==> src/rtl/ebtb_port_ctrl.sv <==
// ebtb_port_ctrl: sequences the 128x40 extended-BTB SRAM (clear sweep, 1-cycle lookups,
// buffered updates with youngest-wins bypass so lookups never see stale data).
module ebtb_port_ctrl #(
    parameter int ENTRIES       = 128,
    parameter int IDX_W         = 7,
    parameter int DATA_W        = 40,
    parameter int WB_DEPTH      = 2,
    parameter bit INIT_ON_RESET = 1'b1
) (
    input  logic              i_clock,
    input  logic              i_reset_n,
    input  logic              i_req_valid,
    output logic              o_req_ready,
    input  logic [IDX_W-1:0]  i_req_idx,
    output logic              o_resp_valid,
    output logic [DATA_W-1:0] o_resp_data,
    input  logic              i_upd_valid,
    output logic              o_upd_ready,
    input  logic [IDX_W-1:0]  i_upd_idx,
    input  logic [DATA_W-1:0] i_upd_data,
    input  logic              i_flush_req,
    output logic              o_busy,
    output logic              o_mem_r_en,
    output logic [IDX_W-1:0]  o_mem_r_addr,
    input  logic [DATA_W-1:0] i_mem_r_data,
    output logic              o_mem_w_en,
    output logic [IDX_W-1:0]  o_mem_w_addr,
    output logic [DATA_W-1:0] o_mem_w_data
);
    localparam int CNT_W = $clog2(WB_DEPTH + 1);

    typedef enum logic {S_RUN, S_CLEAR} state_t;

    state_t            r_state;
    logic [IDX_W-1:0]  r_ptr;
    logic [IDX_W-1:0]  r_wb_idx  [WB_DEPTH];
    logic [DATA_W-1:0] r_wb_data [WB_DEPTH];
    logic [CNT_W-1:0]  r_cnt;
    logic              r_resp_valid;
    logic              r_hit;
    logic [DATA_W-1:0] r_byp;

    logic              w_run;
    logic              w_drain;
    logic              w_upd_ready;
    logic              w_req_acc;
    logic              w_upd_acc;
    logic              w_hit;
    logic [DATA_W-1:0] w_byp;
    logic [CNT_W-1:0]  w_tail;

    assign w_run       = r_state == S_RUN;
    // A flush kills the buffer outright, so the head must not reach the SRAM that cycle.
    assign w_drain     = w_run && r_cnt != '0 && !i_flush_req;
    assign w_upd_ready = w_run && (r_cnt < CNT_W'(WB_DEPTH) || w_drain);
    assign w_req_acc   = w_run && i_req_valid;
    assign w_upd_acc   = w_upd_ready && i_upd_valid && !i_flush_req;
    assign w_tail      = r_cnt - CNT_W'(w_drain);

    always_comb begin
        w_hit = 1'b0;
        w_byp = '0;
        for (int i = 0; i < WB_DEPTH; i++) begin
            if (CNT_W'(i) < r_cnt && r_wb_idx[i] == i_req_idx) begin
                w_hit = 1'b1;
                w_byp = r_wb_data[i];
            end
        end
        if (w_upd_acc && i_upd_idx == i_req_idx) begin
            w_hit = 1'b1;
            w_byp = i_upd_data;
        end
    end

    always_ff @(posedge i_clock or negedge i_reset_n) begin
        if (!i_reset_n) begin
            r_state      <= INIT_ON_RESET ? S_CLEAR : S_RUN;
            r_ptr        <= '0;
            r_cnt        <= '0;
            r_resp_valid <= 1'b0;
            r_hit        <= 1'b0;
            r_byp        <= '0;
            for (int i = 0; i < WB_DEPTH; i++) begin
                r_wb_idx[i]  <= '0;
                r_wb_data[i] <= '0;
            end
        end else begin
            r_resp_valid <= w_req_acc;
            if (w_req_acc) begin
                r_hit <= w_hit;
                r_byp <= w_byp;
            end
            if (!w_run) begin
                r_ptr <= i_flush_req ? '0 : r_ptr + IDX_W'(1);
                if (r_ptr == IDX_W'(ENTRIES - 1) && !i_flush_req)
                    r_state <= S_RUN;
            end else if (i_flush_req) begin
                r_state <= S_CLEAR;
                r_ptr   <= '0;
                r_cnt   <= '0;
            end else begin
                for (int i = 0; i < WB_DEPTH - 1; i++) begin
                    if (w_drain) begin
                        r_wb_idx[i]  <= r_wb_idx[i+1];
                        r_wb_data[i] <= r_wb_data[i+1];
                    end
                end
                for (int i = 0; i < WB_DEPTH; i++) begin
                    if (w_upd_acc && CNT_W'(i) == w_tail) begin
                        r_wb_idx[i]  <= i_upd_idx;
                        r_wb_data[i] <= i_upd_data;
                    end
                end
                r_cnt <= w_tail + CNT_W'(w_upd_acc);
            end
        end
    end

    assign o_req_ready  = i_reset_n && w_run;
    assign o_upd_ready  = i_reset_n && w_upd_ready;
    assign o_resp_valid = r_resp_valid;
    assign o_resp_data  = !i_reset_n ? '0 : r_hit ? r_byp : i_mem_r_data;
    assign o_busy       = !w_run;
    assign o_mem_r_en   = i_reset_n && w_req_acc;
    assign o_mem_r_addr = (i_reset_n && w_req_acc) ? i_req_idx : '0;
    assign o_mem_w_en   = i_reset_n && (!w_run || w_drain);
    assign o_mem_w_addr = !i_reset_n ? '0 : w_run ? r_wb_idx[0] : r_ptr;
    assign o_mem_w_data = (!i_reset_n || !w_run) ? '0 : r_wb_data[0];
endmodule

==> config.mk <==
export PLATFORM = sky130hd
export DESIGN_NAME = ebtb_port_ctrl
export DESIGN_NICKNAME = d
export VERILOG_FILES = /design/src/rtl/ebtb_port_ctrl.sv
export SDC_FILE = /design/constraint.sdc
export NUM_CORES = 1
export LEC_CHECK = 0
export BUFFER_PORTS_ARGS = -buffer_cell sky130_fd_sc_hd__clkbuf_2
export CAP_MARGIN = 10
export CORE_UTILIZATION = 45
export DETAILED_ROUTE_END_ITERATION = 10
export MAX_ROUTING_LAYER = met4
export PLACE_DENSITY = 0.8
export SYNTH_ARGS = -nofsm -noshare
export SYNTH_HDL_FRONTEND = slang
export SYNTH_SLANG_ARGS = --single-unit
==> constraint.sdc <==
create_clock -name i_clock -period 3.15 [get_ports i_clock]
set_input_delay 0.4725 -clock i_clock [delete_from_list [all_inputs] [get_ports i_clock]]
set_output_delay 0.4725 -clock i_clock [all_outputs]
set_load 0.1 [all_outputs]
# Word level (Yosys, flattened, before mapping)
# Cells that the tools add are included.
# W data, S select, Z words.
[word_totals]
register_bits = 146
latchBits = 0
mem_bits_rw = 0
rom_bits = 0
input_bits = 99
output_inout_bits = 100
elab_cells = 73
mem_count = 0
[classes]
n_addsub = 3
n_mul = 0
div = 0
order_cmp = 3
eq_ne = 5
n_shift = 0
n_mux = 23
n_bitwise = 2
reduce_logical = 27
[op_table]
columns = ["operator", "count"]
rows = [
  ["$mux W40", 8],
  ["$mux W7", 8],
  ["$eq A7 B7 Y1", 3],
  ["$logic_and A1 B1 Y1", 16],
  ["$add A7 B1 Y7 const B", 1],
  ["$eq A7 B7 Y1 const B", 1],
  ["$mux W1", 6],
  ["$reduce_and A3 Y1", 2],
  ["$reduce_bool A2 Y1", 3],
  ["$lt A1 B2 Y1 const A", 2],
  ["$logic_or A1 B1 Y1", 3],
  ["$add A2 B1 Y2", 1],
  ["$eq A1 B2 Y1 const A", 1],
  ["$logic_not A1 Y1", 2],
  ["$logic_not A2 Y1", 1],
  ["$lt A2 B2 Y1 const B", 1],
  ["$mux W2", 1],
  ["$not A1 Y1", 2],
  ["$sub A2 B1 Y2", 1],
]

# Logic depth before layout (Yosys ltp)
# Gate-level depths: netlist of the first run.
[depth]
depth_word = 10
ltp_mapped = 11
ltp_nobuf = 9

# Least setup slack after synthesis of the first run
# Ideal clock, no wire load.
[synth_path]
path_type = "flip-flop to output port"
from = "register r_state (netlist: o_busy)"
to = "output o_upd_ready"
t_arrival_ns = 3.487
required_time_ns = 2.677
path_slack_ns = -0.810
path_stages_with_launch = 5
path_buffers = 2
path_cell_list = "dfstp_2 -> buf_2 -> nor2b_1 -> clkbuf_1 -> a21boi_0"
[synth_via]
elab_chain_cells = 6
[synth_lines]
columns = ["item", "line", "rtl"]
rows = [
  ["start: declaration", "34", "state_t r_state;"],
  ["start signal: assignment", "77", "r_state <= INIT_ON_RESET ? S_CLEAR : S_RUN;"],
  ["$not A1 Y1 (no source line) *", "n/a", ""],
  ["$logic_and A1 B1 Y1 (2 in series)", "54", "assign w_drain = w_run && r_cnt != '0 && !i_flush_req;"],
  ["$logic_or A1 B1 Y1", "55", "assign w_upd_ready = w_run && (r_cnt < CNT_W'(WB_DEPTH) || w_drain);"],
  ["$logic_and A1 B1 Y1 *", "55", ""],
  ["$logic_and A1 B1 Y1 *", "120", "assign o_upd_ready = i_reset_n && w_upd_ready;"],
  ["end: declaration", "18", "output logic o_upd_ready,"],
]
# Mark *: on every way between the ends. The rest lies on a longest branch, timed or not.

# Worst setup path in the final report of the first run
[layout_path]
from = "input i_reset_n"
to = "output o_resp_data[25]"
[layout_via]
elab_chain_cells = 1
[layout_lines]
columns = ["item", "line", "rtl"]
rows = [
  ["start: declaration", "11", "input logic i_reset_n,"],
  ["$mux W40", "122", "assign o_resp_data = !i_reset_n ? '0 : r_hit ? r_byp : i_mem_r_data;"],
  ["end: declaration", "16", "output logic [DATA_W-1:0] o_resp_data,"],
]
# No other way between the ends.

==> results of run 1 <==
[area by class of cell]
type | instances | area, sq um
clock inverters | 11 | 210
inverters | 43 | 161
clock buffers | 19 | 443
well taps | 229 | 287
repair buffers | 216 | 1960
multi-input cells | 531 | 4250
flip-flops and latches | 146 | 3660
fillers | 1443 | 7120
[power groups by stage]
stage | Combinational (W) | Sequential (W) | Clock, W
6_report | 0.000563 | 0.00195 | 0.00228
5_1_grt | 0.000604 | 0.00195 | 0.00239
4_1_cts | 0.000568 | 0.00195 | 0.00230
3_5_place_dp | 0.000564 | 0.00198 | 0
3_3_place_gp | 0.000551 | 0.00198 | 0
2_1_floorplan | 0.000382 | 0.00197 | 0
[worst max-delay path: cells and delay by family]
family / cells / cell delay [ns]
buf+inv: 4 / 1.53
simple gates: 1 / 0.21
[flip-flops by register name, summed over array words and instances, names as in the netlist]
| name | flops |
|---|---|
| o_busy | 1 |
| o_resp_valid | 1 |
| r_byp | 40 |
| r_cnt | 2 |
| r_hit | 1 |
| r_ptr | 7 |
| r_wb_data | 80 |
| r_wb_idx | 14 |
[worst paths after layout]
check                              start         endpoint  slack, ns  cells after the start
max reg2reg                     r_cnt[1]    r_wb_data[30]       0.73                      7
max                            i_reset_n  o_resp_data[25]       0.43                      5
min in group asynchronous      i_reset_n         r_ptr[2]       0.40                      2
min                        i_upd_data[1]    r_wb_data[41]       0.28                      3
min reg2reg                    r_byp[38]        r_byp[38]       0.49                      2
max in group asynchronous      i_reset_n        r_byp[16]       1.50                      4
[kinds of logic after synthesis]
kind of cell	after synthesis	share of synthesized area (%)
flip-flops	146	43.8
AND/OR/NAND/NOR	219	13.6
AO/OA/AOI/OAI	101	11.2
multiplexers	181	22.4
buffers and inverters	98	5.67
adder cells (fa/ha/maj)	3	0.450
XOR/XNOR	27	2.83
[placed cells by master, fill, tap and decap left out, types with 6 or more instances in the layout]
cell	netlist	final
clkbuf_16	0	17
dfrtp_1	145	144
xor2_1	9	9
nor2b_1	47	46
inv_1	42	42
nand2_1	93	93
xnor2_1	18	18
clkbuf_2	1	147
bufinv_16	0	6
and2_1	41	41
o21ai_0	44	44
mux2_1	30	30
nor2_1	12	12
o221ai_2	40	40
nand4_1	7	7
mux2i_1	134	134
buf_12	0	56
mux2_2	17	17
buf_4	6	11
o21ai_1	8	8
and3_1	9	7
[layer usage]
metal | track usage (%) | share of wire [%] | up-vias
li1 | - | - | 3042
met1 | 29.3 | 43 | 3195
met2 | 39.5 | 50 | 204
met3 | 4.02 | 4.3 | 41
met4 | 10.1 | 2.2 | 0
met5 | - | 0 | -
[metrics by stage]
| step | util, % | hold WS [ns] | setup TNS [ns] | std cells | setup slack [ns] |
|---|---|---|---|---|---|
| after global routing | 60.6 | 0.293 | 0 | 1195 | 0.285 |
| after detailed placement | 56.9 | 0.280 | 0 | 1164 | 0.663 |
| final | 60.6 | 0.282 | 0 | 1195 | 0.426 |
| after global placement | 56.9 | 0.279 | 0 | 1164 | 0.731 |
| after floorplan | - | 0.177 | -0.0832 | 775 | -0.0832 |
| after CTS | 60.6 | 0.274 | 0 | 1195 | 0.379 |
==> flow_metrics.env, run 1 <==
export IMPL_outcome="finished with violations"
export IMPL_violations="design-rule violations"
export IMPL_area_delta_synth_final_pct=31.4
export IMPL_cap_violations=0
export IMPL_min_path_type="input port to register"
export IMPL_vias=6482
export IMPL_drive_gt1_share_pct=32.7
export IMPL_switchingPower_w=0.00122
export IMPL_critPathMaxStageDelay_ns=0.55
export IMPL_p_total_w=0.00479
export IMPL_tightest_slew_ns=0.897
export IMPL_syn_nets=877
export IMPL_cp_end_kind="primary output"
export IMPL_clkPwrFrac_pct=47.5
export IMPL_synth_edf_count=0
export IMPL_startpoint_type="input port"
export IMPL_vdd_drop_max_mv=0.391
export IMPL_grt_start_max_net_pins=89
export IMPL_finClkSkew_ns=0.0102
export IMPL_synth_area_leaders="dfrtp_1, mux2i_1, o221ai_2"
export IMPL_core_sq_um=18100
export IMPL_worst_setup_path_type="input port to primary output"
export IMPL_p_sw_share_pct=25.6
export IMPL_grt_total_usage_pct=24.0
export IMPL_finalInstanceArea_sq_um=11000
export IMPL_p_seq_share_pct=40.7
export IMPL_diodes=0
export IMPL_clk_pin_slew_ns=0.06
export IMPL_yosys_area_top_type="dfrtp_1"
export IMPL_clock_latency_ns=0.43
export IMPL_power_frac_comb_pct=11.8
export IMPL_root_buffer="clkbuf_16"
export IMPL_cts_resized=0
export IMPL_cts_tree="done"
export IMPL_grt_pass1_vias=6660
export IMPL_cts_buffers=17
export IMPL_critical_path_required_ns=2.68
export IMPL_initial_core_util_pct=46.1
export IMPL_yosysSeqAreaShare_pct=43.8
export IMPL_synth_top_area_share_pct=43.5
export IMPL_powerDensity_nw_per_um2=437
export IMPL_cts_sink_count=146
export IMPL_top_level_ports=199
export IMPL_drc=28
export IMPL_place_congestion=0.825
export IMPL_grt_antenna_before_repair=0
export IMPL_die_h_um=138
export IMPL_syn_mean_instance_area_sq_um=10.8
export IMPL_cts_hold_buf=1
export IMPL_ys_async_sr_fraction_pct=100
export IMPL_power_leakage_nw=4.96
export IMPL_relSlewSlack_pct=40.2
export IMPL_drt_iter0_drc=397
export IMPL_crit_path_cell_trace="dlygate4sd3_1 > buf_6 > buf_12 > nor2b_1 > clkbuf_2"
export IMPL_first_pass_iters=10
export IMPL_fp_dieW_um=138
export IMPL_synth_common_cells="dfrtp_1, mux2i_1, nand2_1"
export IMPL_num_rows=49
export IMPL_synthDistinctLibCells=38
export IMPL_htree_num_levels=4
export IMPL_ys_flop_type="dfrtp_1"
export IMPL_setup_viol=0
export IMPL_cts_max_path_buffers=2
export IMPL_grt_overflow=0
export IMPL_vias_per_cell=5.42
export IMPL_place_area_sq_um=10300
export IMPL_cp_max_fo=88
export IMPL_p_int_w=0.00356
export IMPL_crit_path_top_delay_cell="dlygate4sd3_1"
export IMPL_fmax_mhz=367
export IMPL_dp_hpwl_um=14000
export IMPL_period_needed_ns=2.72
export IMPL_wl_um=21300
export IMPL_critPathArrivalTime_ns=2.25
export IMPL_synth_most_common_cell="dfrtp_1"
export IMPL_syn_inst=775
export IMPL_final_hold_violation_count=0
export IMPL_grt_setup_unrepaired="false"
export IMPL_die_area_sq_um=19100
export IMPL_wl_per_cell_um=17.8
export IMPL_nNetsFinal=1057
export IMPL_postSynthRegisterBits=146
export IMPL_netlist_area_sq_um=8340
export IMPL_post_cts_setup_buffers=0
export IMPL_port_buffers=198
export IMPL_drtAntennaViolNets=0
export IMPL_min_period_over_period_pct=86.5
export IMPL_grt_pass1_wl_um=35100
export IMPL_yosysWarnings=0
export IMPL_drv_slew=0
Note: power is estimated with default switching activity, not from simulation.
==> run 2: changes to the inputs <==
ABC_AREA = 0   (was default)
CORE_UTILIZATION = 41   (was 45)
PLACE_DENSITY = 0.77   (was 0.8)
clock period = 2.46 ns   (was 3.15 ns; I/O delays follow)
==> flow_metrics.env, run 2 (same netlist as run 1, synthesis figures left out) <==
export IMPL_outcome="completed"
export IMPL_cp_max_fo=16
export IMPL_crit_path_top_delay_cell="dfstp_4"
export IMPL_tightest_slew_ns=0.568
export IMPL_wl_um=23000
export IMPL_nFillCells=1562
export IMPL_wl_per_cell_um=18.5
export IMPL_fmax_mhz=419
export IMPL_root_buffer="clkbuf_16"
export IMPL_place_area_sq_um=11100
export IMPL_cp_end_kind="primary output"
export IMPL_relSlewSlack_pct=62.0
export IMPL_drive_gt1_share_pct=39.1
export IMPL_initial_core_util_pct=42.3
export IMPL_area_delta_synth_final_pct=41.1
export IMPL_drtAntennaViolNets=0
export IMPL_largest_reg_flops=80
export IMPL_fin_tns_setup_ns=0
export IMPL_vdd_drop_max_mv=0.459
export IMPL_grt_pass1_vias=6610
export IMPL_num_rows=51
export IMPL_drc=0
export IMPL_min_period_over_period_pct=97.1
export IMPL_cap_violations=0
export IMPL_cts_tree="done"
export IMPL_cts_max_path_buffers=2
export IMPL_startpoint_type="register"
export IMPL_critPathMaxStageDelay_ns=0.69
export IMPL_mostFrequentLayoutCell="dfrtp_1"
export IMPL_nNetsFinal=1068
export IMPL_crit_path_cell_trace="buf_4 > mux2i_1 > nor2b_2 > clkbuf_4"
export IMPL_place_congestion=0.858
export IMPL_final_cell_mix="dfrtp_1, mux2i_1, clkbuf_2, nand2_1, buf_12"
export IMPL_clk_pin_slew_ns=0.06
export IMPL_grt_pass1_wl_um=35600
export IMPL_critical_path_required_ns=2.09
export IMPL_htree_num_levels=4
export IMPL_grt_antenna_before_repair=0
export IMPL_power_leakage_nw=5.20
export IMPL_die_h_um=145
export IMPL_powerDensity_nw_per_um2=516
export IMPL_grt_overflow=0
export IMPL_period_needed_ns=2.39
export IMPL_finalInstanceArea_sq_um=11800
export IMPL_die_area_sq_um=20900
export IMPL_grt_total_usage_pct=23.3
export IMPL_first_pass_iters=5
export IMPL_drv_slew=0
export IMPL_drt_iter0_drc=377
export IMPL_worst_setup_path_type="register to primary output"
export IMPL_worst_hold_slack_ns=0.0362
export IMPL_top_level_ports=199
export IMPL_reg_top3="r_wb_data (80), r_byp (40), r_wb_idx (14)"
export IMPL_post_cts_setup_buffers=0
export IMPL_crit_buf_inv=2
export IMPL_setup_viol=0
export IMPL_core_sq_um=19700
export IMPL_critical_path_top_delay_family="flip-flops"
export IMPL_dp_hpwl_um=15200
export IMPL_vias=6506
export IMPL_cts_sink_count=146
export IMPL_diodes=0
export IMPL_top_register="r_wb_data"
export IMPL_min_path_type="input port to asynchronous set/reset pin"
export IMPL_critPathArrivalTime_ns=2.02
export IMPL_grt_start_max_net_pins=56
export IMPL_final_hold_violation_count=0
export IMPL_port_buffers=198
export IMPL_clock_latency_ns=0.42
export IMPL_finClkSkew_ns=0.0114
export IMPL_vias_per_cell=5.23
export IMPL_fp_dieW_um=145
export IMPL_grt_setup_unrepaired="false"
export IMPL_cts_buffers=17
[run 2: changes by cell type in the layout (fill, tap and decap cells not counted), sizes merged]
cell and delta:
clkbuf -41, inv +4, clkinvlp +2, buf +48, bufinv -3, dlygate4sd3 +3
[run 2: final timing paths]
path / slack, ns / cells past startpoint / from / to
worst max-delay path: 0.07 / 4 / o_busy / o_mem_w_addr[3]
worst min-delay path: 0.04 / 2 / i_reset_n / r_wb_idx[7]
worst max register to register: 0.25 / 6 / o_busy / r_wb_data[20]
worst min register to register: 0.49 / 2 / r_byp[6] / r_byp[6]
max in group asynchronous: 1.18 / 4 / i_reset_n / r_wb_data[57]
min in group i_clock: 0.19 / 3 / i_upd_data[7] / r_wb_data[47]
[run 2: area by class of cell]
type / instances / area (sq um) / share of cell area [%]
Multi-Input combinational cell: 531 / 4380 / 37.2
Sequential cell: 146 / 3660 / 31.1
Timing Repair Buffer: 227 / 2620 / 22.3
Inverter: 43 / 161 / 1.37
Tap cell: 265 / 332 / 2.82
Clock buffer: 18 / 439 / 3.73
Clock inverter: 14 / 178 / 1.51
[run 2: report_power, final]
group	internal (W)	switching [W]	leakage (nW)
logic	0.000318	0.000553	2.90
clock network	0.00164	0.00108	0.290
registers	0.00245	0.0000446	2.01
total	0.00440	0.00168	5.20
[run 2: through the flow]
stage | cells | power (W) | worst slack [ns] | utilization, %
floorplan | 775 | 0.00303 | -0.0673 | -
global placement | 1207 | 0.00338 | 0.413 | 56.2
detailed placement | 1207 | 0.00340 | 0.339 | 56.2
CTS | 1243 | 0.00614 | 0.00406 | 59.6
global route | 1244 | 0.00629 | 0.00882 | 59.7
finish | 1244 | 0.00608 | 0.0720 | 59.7
[run 2: what timing repair did]
action	4_1_cts	5_1_grt
cloned	0	1
resized for setup	4	11
hold buffers	4	0
endpoints found under the setup margin	4	8
hold endpoints to repair	9	0
[run 2: metal layers]
metal / vias to the layer above / routed length [um] / GRT usage [%]
met5: - / 0 / -
met4: 0 / 298 / 5.65
met3: 24 / 1230 / 4.77
met2: 196 / 11400 / 38.9
met1: 3222 / 10100 / 28.8
li1: 3064 / - / -
